[config.mk]
export PLATFORM = sky130hd
export DESIGN_NAME = id_stage_hazard_flat
export DESIGN_NICKNAME = d
export VERILOG_FILES = /design/src/rtl/id_stage_hazard_if.sv /design/src/rtl/id_stage_hazard.sv /design/src/flat_wrapper.sv
export SDC_FILE = /design/constraint.sdc
export NUM_CORES = 2
export LEC_CHECK = 0
export ABC_AREA = 1
export CORE_AREA = 3 3 474 429
export CTS_BUF_LIST = sky130_fd_sc_hd__clkbuf_4 sky130_fd_sc_hd__clkbuf_8 sky130_fd_sc_hd__clkbuf_16
export CTS_CLUSTER_DIAMETER = 80
export CTS_CLUSTER_SIZE = 30
export DETAILED_ROUTE_END_ITERATION = 6
export DIE_AREA = 0 0 477 432
export PLACE_DENSITY_LB_ADDON = 0.05
export SYNTH_ARGS = -nofsm -noshare
export SYNTH_HDL_FRONTEND = slang
export SYNTH_SLANG_ARGS = --single-unit
[constraint.sdc]
create_clock -name Clk -period 3.3 [get_ports Clk]
set_clock_uncertainty 0.2 [all_clocks]
set_input_delay 0.66 -clock Clk [delete_from_list [all_inputs] [get_ports Clk]]
set_output_delay 0.66 -clock Clk [all_outputs]
set_load 0.03 [all_outputs]
[src/rtl/id_stage_hazard_if.sv]
// id_stage_hazard_if: decode-stage bus bundling IF/ID, EX/MEM, write-back and ID/EX signals
interface id_stage_hazard_if #(
    parameter int NREG_LOG2   = 5,
    parameter int CTRL_W      = 16,
    parameter int STALL_CTR_W = 16
);
    logic                   if_valid;
    logic [31:0]            if_instr;
    logic [31:0]            if_pc4;
    logic [CTRL_W-1:0]      ctrl_in;
    logic [NREG_LOG2-1:0]   exmem_regdst;
    logic                   exmem_regwrite;
    logic                   exmem_memread;
    logic [31:0]            exmem_fwd_data;
    logic                   wb_we;
    logic [NREG_LOG2-1:0]   wb_addr;
    logic [31:0]            wb_data;
    logic                   flush;
    logic                   id_ready;
    logic                   redirect_valid;
    logic [31:0]            redirect_pc;
    logic                   ex_valid;
    logic [CTRL_W-1:0]      ex_ctrl;
    logic [31:0]            ex_pc4;
    logic [31:0]            ex_rs_data;
    logic [31:0]            ex_rt_data;
    logic [31:0]            ex_imm;
    logic [NREG_LOG2-1:0]   ex_rs;
    logic [NREG_LOG2-1:0]   ex_rt;
    logic [NREG_LOG2-1:0]   ex_rd;
    logic [NREG_LOG2-1:0]   ex_dest;
    logic [4:0]             ex_shamt;
    logic [5:0]             ex_funct;
    logic [5:0]             ex_opcode;
    logic                   ex_regwrite;
    logic                   ex_memread;
    logic [STALL_CTR_W-1:0] stall_cycles;

    modport master (
        output if_valid, if_instr, if_pc4, ctrl_in, exmem_regdst, exmem_regwrite, exmem_memread,
               exmem_fwd_data, wb_we, wb_addr, wb_data, flush,
        input  id_ready, redirect_valid, redirect_pc, ex_valid, ex_ctrl, ex_pc4, ex_rs_data,
               ex_rt_data, ex_imm, ex_rs, ex_rt, ex_rd, ex_dest, ex_shamt, ex_funct, ex_opcode,
               ex_regwrite, ex_memread, stall_cycles
    );

    modport slave (
        input  if_valid, if_instr, if_pc4, ctrl_in, exmem_regdst, exmem_regwrite, exmem_memread,
               exmem_fwd_data, wb_we, wb_addr, wb_data, flush,
        output id_ready, redirect_valid, redirect_pc, ex_valid, ex_ctrl, ex_pc4, ex_rs_data,
               ex_rt_data, ex_imm, ex_rs, ex_rt, ex_rd, ex_dest, ex_shamt, ex_funct, ex_opcode,
               ex_regwrite, ex_memread, stall_cycles
    );
endinterface

[src/rtl/id_stage_hazard.sv]
// id_stage_hazard: MIPS decode stage with register file, branch resolution, hazard stalls and ID/EX register
module id_stage_hazard #(
    parameter int NREG_LOG2   = 5,
    parameter int CTRL_W      = 16,
    parameter int STALL_CTR_W = 16
) (
    input logic              Clk,
    input logic              Reset,
    id_stage_hazard_if.slave bus
);
    localparam int NREG = 1 << NREG_LOG2;

    logic [31:0]            rf_q [NREG];
    logic                   ex_valid_q, ex_valid_d, ex_regwrite_q, ex_memread_q;
    logic [CTRL_W-1:0]      ex_ctrl_q;
    logic [31:0]            ex_pc4_q, ex_rs_data_q, ex_rt_data_q, ex_imm_q;
    logic [NREG_LOG2-1:0]   ex_rs_q, ex_rt_q, ex_rd_q, ex_dest_q;
    logic [4:0]             ex_shamt_q;
    logic [5:0]             ex_funct_q, ex_opcode_q;
    logic [STALL_CTR_W-1:0] stall_q, stall_d;

    logic [31:0]          instr, imm, rs_val, rt_val, fwd_rs, fwd_rt;
    logic [5:0]           op, funct;
    logic [NREG_LOG2-1:0] rs, rt, rd, dest;
    logic                 is_r, is_jr, is_beq, is_bne, is_j, is_jal, is_bj, regwrite, memread, taken;
    logic                 load_use, br_hz, ld_hz, hazard, stall, normal;

    assign instr    = bus.if_instr;
    assign op       = instr[31:26];
    assign funct    = instr[5:0];
    assign rs       = instr[21 +: NREG_LOG2];
    assign rt       = instr[16 +: NREG_LOG2];
    assign rd       = instr[11 +: NREG_LOG2];
    assign imm      = {{16{instr[15]}}, instr[15:0]};
    assign is_r     = op == 6'h00;
    assign is_jr    = is_r && funct == 6'h08;
    assign is_beq   = op == 6'h04;
    assign is_bne   = op == 6'h05;
    assign is_j     = op == 6'h02;
    assign is_jal   = op == 6'h03;
    assign is_bj    = is_beq || is_bne || is_jr;
    assign regwrite = (is_r && !is_jr) || op inside {6'h23, 6'h08, 6'h09, 6'h0A, 6'h0C, 6'h0D, 6'h0E, 6'h0F, 6'h03};
    assign memread  = op == 6'h23;
    assign dest     = is_r ? rd : is_jal ? '1 : rt;

    // Register 0 is hardwired; a same-cycle write-back bypasses the array
    assign rs_val = rs == '0 ? '0 : (bus.wb_we && bus.wb_addr == rs) ? bus.wb_data : rf_q[rs];
    assign rt_val = rt == '0 ? '0 : (bus.wb_we && bus.wb_addr == rt) ? bus.wb_data : rf_q[rt];
    assign fwd_rs = (bus.exmem_regwrite && !bus.exmem_memread && bus.exmem_regdst == rs && rs != '0) ? bus.exmem_fwd_data : rs_val;
    assign fwd_rt = (bus.exmem_regwrite && !bus.exmem_memread && bus.exmem_regdst == rt && rt != '0) ? bus.exmem_fwd_data : rt_val;

    assign load_use = ex_valid_q && ex_memread_q && ex_dest_q != '0 && (ex_dest_q == rs || ex_dest_q == rt);
    assign br_hz    = is_bj && ex_valid_q && ex_regwrite_q && ex_dest_q != '0 &&
                      (ex_dest_q == rs || (!is_jr && ex_dest_q == rt));
    assign ld_hz    = is_bj && bus.exmem_memread && bus.exmem_regdst != '0 &&
                      (bus.exmem_regdst == rs || (!is_jr && bus.exmem_regdst == rt));
    assign hazard   = bus.if_valid && !is_j && (load_use || br_hz || ld_hz);
    assign stall    = hazard && !bus.flush && !Reset;
    assign normal   = !Reset && !bus.flush && !hazard;
    assign taken    = is_j || is_jal || is_jr || (is_beq && fwd_rs == fwd_rt) || (is_bne && fwd_rs != fwd_rt);

    assign bus.id_ready       = !stall;
    assign bus.redirect_valid = normal && bus.if_valid && taken;
    assign bus.redirect_pc    = is_jr ? fwd_rs :
                                (is_beq || is_bne) ? bus.if_pc4 + {imm[29:0], 2'b00} :
                                {bus.if_pc4[31:28], instr[25:0], 2'b00};

    assign ex_valid_d = normal && bus.if_valid;
    assign stall_d    = (stall && !(&stall_q)) ? stall_q + 1'b1 : stall_q;

    always_ff @(posedge Clk) begin
        if (Reset) begin
            for (int i = 0; i < NREG; i++) rf_q[i] <= '0;
        end else if (bus.wb_we && bus.wb_addr != '0) begin
            rf_q[bus.wb_addr] <= bus.wb_data;
        end
    end

    always_ff @(posedge Clk) begin
        if (Reset) begin
            ex_valid_q    <= 1'b0;
            ex_regwrite_q <= 1'b0;
            ex_memread_q  <= 1'b0;
            ex_ctrl_q     <= '0;
            ex_pc4_q      <= '0;
            ex_rs_data_q  <= '0;
            ex_rt_data_q  <= '0;
            ex_imm_q      <= '0;
            ex_rs_q       <= '0;
            ex_rt_q       <= '0;
            ex_rd_q       <= '0;
            ex_dest_q     <= '0;
            ex_shamt_q    <= '0;
            ex_funct_q    <= '0;
            ex_opcode_q   <= '0;
            stall_q       <= '0;
        end else begin
            ex_valid_q <= ex_valid_d;
            stall_q    <= stall_d;
            if (normal) begin
                ex_regwrite_q <= regwrite;
                ex_memread_q  <= memread;
                ex_ctrl_q     <= bus.ctrl_in;
                ex_pc4_q      <= bus.if_pc4;
                ex_rs_data_q  <= rs_val;
                ex_rt_data_q  <= rt_val;
                ex_imm_q      <= imm;
                ex_rs_q       <= rs;
                ex_rt_q       <= rt;
                ex_rd_q       <= rd;
                ex_dest_q     <= dest;
                ex_shamt_q    <= instr[10:6];
                ex_funct_q    <= funct;
                ex_opcode_q   <= op;
            end else begin
                ex_regwrite_q <= 1'b0;
                ex_memread_q  <= 1'b0;
            end
        end
    end

    assign bus.ex_valid     = ex_valid_q;
    assign bus.ex_regwrite  = ex_regwrite_q;
    assign bus.ex_memread   = ex_memread_q;
    assign bus.ex_ctrl      = ex_ctrl_q;
    assign bus.ex_pc4       = ex_pc4_q;
    assign bus.ex_rs_data   = ex_rs_data_q;
    assign bus.ex_rt_data   = ex_rt_data_q;
    assign bus.ex_imm       = ex_imm_q;
    assign bus.ex_rs        = ex_rs_q;
    assign bus.ex_rt        = ex_rt_q;
    assign bus.ex_rd        = ex_rd_q;
    assign bus.ex_dest      = ex_dest_q;
    assign bus.ex_shamt     = ex_shamt_q;
    assign bus.ex_funct     = ex_funct_q;
    assign bus.ex_opcode    = ex_opcode_q;
    assign bus.stall_cycles = stall_q;
endmodule

[src/flat_wrapper.sv]
// flat-port wrapper written by rule: the top's interface ports become plain ports
module id_stage_hazard_flat 
#(
    parameter int NREG_LOG2   = 5,
    parameter int CTRL_W      = 16,
    parameter int STALL_CTR_W = 16
)
  (Clk, Reset, bus_if_valid, bus_if_instr, bus_if_pc4, bus_ctrl_in, bus_exmem_regdst, bus_exmem_regwrite, bus_exmem_memread, bus_exmem_fwd_data, bus_wb_we, bus_wb_addr, bus_wb_data, bus_flush, bus_id_ready, bus_redirect_valid, bus_redirect_pc, bus_ex_valid, bus_ex_ctrl, bus_ex_pc4, bus_ex_rs_data, bus_ex_rt_data, bus_ex_imm, bus_ex_rs, bus_ex_rt, bus_ex_rd, bus_ex_dest, bus_ex_shamt, bus_ex_funct, bus_ex_opcode, bus_ex_regwrite, bus_ex_memread, bus_stall_cycles);
  id_stage_hazard_if #(.NREG_LOG2(NREG_LOG2), .CTRL_W(CTRL_W), .STALL_CTR_W(STALL_CTR_W)) bus_i ();
  input logic Clk;
  input logic Reset;
  input wire logic [$bits(bus_i.if_valid)-1:0] bus_if_valid;
  input wire logic [$bits(bus_i.if_instr)-1:0] bus_if_instr;
  input wire logic [$bits(bus_i.if_pc4)-1:0] bus_if_pc4;
  input wire logic [$bits(bus_i.ctrl_in)-1:0] bus_ctrl_in;
  input wire logic [$bits(bus_i.exmem_regdst)-1:0] bus_exmem_regdst;
  input wire logic [$bits(bus_i.exmem_regwrite)-1:0] bus_exmem_regwrite;
  input wire logic [$bits(bus_i.exmem_memread)-1:0] bus_exmem_memread;
  input wire logic [$bits(bus_i.exmem_fwd_data)-1:0] bus_exmem_fwd_data;
  input wire logic [$bits(bus_i.wb_we)-1:0] bus_wb_we;
  input wire logic [$bits(bus_i.wb_addr)-1:0] bus_wb_addr;
  input wire logic [$bits(bus_i.wb_data)-1:0] bus_wb_data;
  input wire logic [$bits(bus_i.flush)-1:0] bus_flush;
  output wire logic [$bits(bus_i.id_ready)-1:0] bus_id_ready;
  output wire logic [$bits(bus_i.redirect_valid)-1:0] bus_redirect_valid;
  output wire logic [$bits(bus_i.redirect_pc)-1:0] bus_redirect_pc;
  output wire logic [$bits(bus_i.ex_valid)-1:0] bus_ex_valid;
  output wire logic [$bits(bus_i.ex_ctrl)-1:0] bus_ex_ctrl;
  output wire logic [$bits(bus_i.ex_pc4)-1:0] bus_ex_pc4;
  output wire logic [$bits(bus_i.ex_rs_data)-1:0] bus_ex_rs_data;
  output wire logic [$bits(bus_i.ex_rt_data)-1:0] bus_ex_rt_data;
  output wire logic [$bits(bus_i.ex_imm)-1:0] bus_ex_imm;
  output wire logic [$bits(bus_i.ex_rs)-1:0] bus_ex_rs;
  output wire logic [$bits(bus_i.ex_rt)-1:0] bus_ex_rt;
  output wire logic [$bits(bus_i.ex_rd)-1:0] bus_ex_rd;
  output wire logic [$bits(bus_i.ex_dest)-1:0] bus_ex_dest;
  output wire logic [$bits(bus_i.ex_shamt)-1:0] bus_ex_shamt;
  output wire logic [$bits(bus_i.ex_funct)-1:0] bus_ex_funct;
  output wire logic [$bits(bus_i.ex_opcode)-1:0] bus_ex_opcode;
  output wire logic [$bits(bus_i.ex_regwrite)-1:0] bus_ex_regwrite;
  output wire logic [$bits(bus_i.ex_memread)-1:0] bus_ex_memread;
  output wire logic [$bits(bus_i.stall_cycles)-1:0] bus_stall_cycles;
  assign bus_i.if_valid = bus_if_valid;
  assign bus_i.if_instr = bus_if_instr;
  assign bus_i.if_pc4 = bus_if_pc4;
  assign bus_i.ctrl_in = bus_ctrl_in;
  assign bus_i.exmem_regdst = bus_exmem_regdst;
  assign bus_i.exmem_regwrite = bus_exmem_regwrite;
  assign bus_i.exmem_memread = bus_exmem_memread;
  assign bus_i.exmem_fwd_data = bus_exmem_fwd_data;
  assign bus_i.wb_we = bus_wb_we;
  assign bus_i.wb_addr = bus_wb_addr;
  assign bus_i.wb_data = bus_wb_data;
  assign bus_i.flush = bus_flush;
  assign bus_id_ready = bus_i.id_ready;
  assign bus_redirect_valid = bus_i.redirect_valid;
  assign bus_redirect_pc = bus_i.redirect_pc;
  assign bus_ex_valid = bus_i.ex_valid;
  assign bus_ex_ctrl = bus_i.ex_ctrl;
  assign bus_ex_pc4 = bus_i.ex_pc4;
  assign bus_ex_rs_data = bus_i.ex_rs_data;
  assign bus_ex_rt_data = bus_i.ex_rt_data;
  assign bus_ex_imm = bus_i.ex_imm;
  assign bus_ex_rs = bus_i.ex_rs;
  assign bus_ex_rt = bus_i.ex_rt;
  assign bus_ex_rd = bus_i.ex_rd;
  assign bus_ex_dest = bus_i.ex_dest;
  assign bus_ex_shamt = bus_i.ex_shamt;
  assign bus_ex_funct = bus_i.ex_funct;
  assign bus_ex_opcode = bus_i.ex_opcode;
  assign bus_ex_regwrite = bus_i.ex_regwrite;
  assign bus_ex_memread = bus_i.ex_memread;
  assign bus_stall_cycles = bus_i.stall_cycles;
  id_stage_hazard #(.NREG_LOG2(NREG_LOG2), .CTRL_W(CTRL_W), .STALL_CTR_W(STALL_CTR_W)) u_core (.Clk(Clk), .Reset(Reset), .bus(bus_i));
endmodule
==> flow_summary.ini <==
[power]
irDropWorstVdd_uv = 520
clkPwrFrac_pct = 32.3
netSwitchingPower_mw = 14.2
combPwrFrac_pct = 25.5
p_int_mw = 27.4
leakagePower_nw = 42.7
switching_share_pct = 34.1
power-per-cell-area_nw_per_um2 = 428
seqPwrFrac_pct = 42.2

[finish]
layout_common_cells = nand2_1 (2,141), nor2_1 (1,249), nand3_1 (1,247)
utilization_pct = 48.9
syn_to_final_growth_pct = 39.8
nets = 10600
mostFrequentLayoutCell = nand2_1
layout-drive-gt1-share_pct = 23.6
fillers = 19200

[floorplanning]
core_um2 = 198000
fp.dieArea_um2 = 206000
dieHeight_um = 432
io_pins = 395
rows = 155
chipWidth_um = 477
start_util_pct = 35.0

[worst_setup_path]
cpPeakStageDelay_ns = 0.26
start_kind = input port
crit_family = simple AND/OR/NAND/NOR gates
crit_buf_inv = 7
cp.required_ns = 2.44
crit_path_end_kind = output pin
critPathKind = in -> out
crit_arrival_ns = 3.65
critical-path-slowest-cell = buf_4
critPathMaxFanout = 37

[drt]
via_count = 72400
wl_mm = 376
wl_per_cell_um = 28.6
ant_nets = 0
top_layer = met5
drc = 0
dr.pass1.iters = 7
wl_met1_mm = 154
met3_wirelength_mm = 37.8
drt_iter0_drc = 9818
route.met2.wl_mm = 161
routed_via_density = 5.51

[global_routing]
grt_use_total_pct = 35.1
antenna_found_initial = 37
first_global_vias = 67100
grt_overflow = 0
grt_max_degree = 87
grt_pass1_wl_mm = 515

[logic_synthesis]
syn_inst = 9148
yosysWarnings = 0
synth_top_flop_cell = edfxtp_1
synth_cell_type_count = 51
synth_seq_cells = 1192
synth_edf_count = 1024
syn_avg_cell_area_um2 = 7.59
seq_area_frac_synth_pct = 49.2
syn-cell-area_um2 = 69400
synthArstFlopShare_pct = 0

[timing]
hold_slack_ns = 0.0333
layout_min_cycle_time_ns = 4.51
max-slew-margin-rel_pct = 45.8
setup-violations-final = 34
worst_slew_pin_slew_ns = 0.813
setup_tns_ns = -17.61
finalMaxSlewViolations = 0
hold_viol_final = 0
fin_crit_sh_pct = 137
setup_ws_ns = -1.21
rsz0062_at_grt = true
max_freq_mhz = 222

[cts]
cts_tree = done
cts_made_buffers = 96
insertion_delay_ns = 0.80
htreeDepth = 3
cts_root_buffer = clkbuf_16
clk_pin_slew_ns = 0.06
clock_sinks = 1192
clk_path_buf_depth = 3

[run_status]
violations = negative setup slack
outcome = complete, but fails checks

[placed_design]
dp_hpwl_mm = 256
place.gp.congestion = 0.971
pre_cts_slack_ns = -1.91
port_buffers = 394

[run]
max-cap-violations = 0

[hold_path]
hold_class = in -> reg
[final cells by class]
cell class	instances	area (um^2)	area share (%)
diodes	11	27.5	0.0284
clock buffers	102	2500	2.58
repair inverters	5	62.6	0.0645
flip-flops and latches	1192	34100	35.1
inverters	933	3670	3.79
repair buffers	1871	20400	21.0
clock inverters	75	1010	1.04
multi-input cells	6289	32000	32.9
well taps	2669	3340	3.44
[cell usage after synthesis (4+ instances only)]
| library cell | instances | area (um^2) |
|---|---|---|
| xnor2_1 | 9 | 78.8 |
| o221ai_1 | 12 | 105 |
| buf_4 | 45 | 338 |
| o211ai_1 | 398 | 2990 |
| nor2_2 | 4 | 25.0 |
| inv_1 | 916 | 3440 |
| o22ai_1 | 6 | 37.5 |
| o21ai_1 | 12 | 60.1 |
| o21ai_0 | 258 | 1290 |
| nand2_1 | 2406 | 9030 |
| a21oi_1 | 207 | 1040 |
| nand3_1 | 1449 | 7250 |
| a21boi_0 | 4 | 30.0 |
| clkbuf_1 | 336 | 1260 |
| buf_1 | 81 | 304 |
| inv_2 | 13 | 48.8 |
| a311oi_1 | 5 | 43.8 |
| a22oi_1 | 13 | 97.6 |
| nand4_1 | 19 | 119 |
| nor3_1 | 28 | 140 |
| xor2_1 | 13 | 114 |
| buf_2 | 301 | 1510 |
| or2_2 | 49 | 307 |
| nor4_1 | 7 | 43.8 |
| edfxtp_1 | 1024 | 30700 |
| dfxtp_1 | 168 | 3360 |
| or2_0 | 4 | 25.0 |
| o21bai_1 | 4 | 30.0 |
| a21o_1 | 4 | 30.0 |
| ha_1 | 30 | 375 |
| nor2_1 | 1289 | 4840 |
[worst register-to-register path, stage by stage, from the launching register on]
cell      delay, ns
dfxtp_1        0.46
inv_1          0.11
nand2_1        0.07
o21ai_0        0.07
a211oi_1       0.24
nand4_1        0.15
nand2_2        0.12
nand4_1        0.10
nand2_2        0.14
buf_6          0.12
buf_6          0.08
buf_6          0.09
nand3_4        0.07
buf_4          0.17
a21oi_4        0.17
inv_2          0.07
nor2_2         0.15
nand3_1        0.12
o21ai_1        0.15
a21oi_1        0.05
[flip-flops by register name, indices dropped and copies added, names as in the netlist, 5 cells and up]
name	flops
u_core.bus.ex_ctrl	16
u_core.bus.ex_dest	5
u_core.bus.ex_funct	5
u_core.bus.ex_opcode	6
u_core.bus.ex_pc4	32
u_core.bus.ex_rd	5
u_core.bus.ex_rs	5
u_core.bus.ex_rs_data	32
u_core.bus.ex_rt	5
u_core.bus.ex_rt_data	32
u_core.bus.stall_cycles	16
u_core.rf_q	1024
[repair_timing]
action,CTS,global route
resized for setup,740,390
endpoints found under the setup margin,38,34
endpoints found under the hold margin,5,0
setup buffers,90,58
hold buffers,5,0
pin swaps,116,142
cloned,45,17
[worst paths after layout]
path / slack (ns) / from / to / cells past startpoint
worst max register to register: 0.31 / u_core.bus.ex_dest[1] / u_core.bus.stall_cycles[14] / 19
worst max-delay path: -1.21 / bus_if_instr[17] / bus_redirect_valid / 26
worst min-delay path: 0.03 / bus_if_instr[9] / u_core.bus.ex_shamt[3] / 3
worst min register to register: 0.27 / u_core.bus.ex_ctrl[1] / u_core.bus.ex_ctrl[1] / 2
[logic make-up (layout without fill, tap and decap cells)]
kind of cell | Yosys count | count (layout) | synth area share [%]
DFF | 1192 | 1192 | 49.2
and+or+nand+nor | 5269 | 5269 | 31.6
buffers and inverters | 1698 | 2986 | 9.99
other | 1 | 43 | 0.00540
adders and majority gates | 31 | 31 | 0.570
AOI/OAI and AO/OA | 935 | 935 | 8.43
xor gates and xnor gates | 22 | 22 | 0.278
[stage by stage]
step	instances	power [mW]	area [um^2]
after floorplan	9179	21.9	69800
after detailed placement	12800	27.0	86300
after global routing	13100	42.9	97000
final	13100	41.6	97100
after global placement	12800	27.0	86300
after CTS	13100	41.1	94700
[metal layers]
metal  vias to the layer above  track usage [%]
met3                       750             7.05
met5                         -           0.0700
met1                     35000             47.9
li1                      32600                -
met4                        12             17.7
met2                      4025             52.7
[power by group through the flow]
stage,Clock [mW],Sequential (mW),Combinational [mW]
after CTS,13.6,17.5,10.0
after global placement,0,17.9,9.11
final,13.4,17.5,10.6
after detailed placement,0,17.9,9.11
after global routing,14.1,17.6,11.1
after floorplan,0,18.1,3.80
Note: power is estimated with default switching activity, not from simulation.
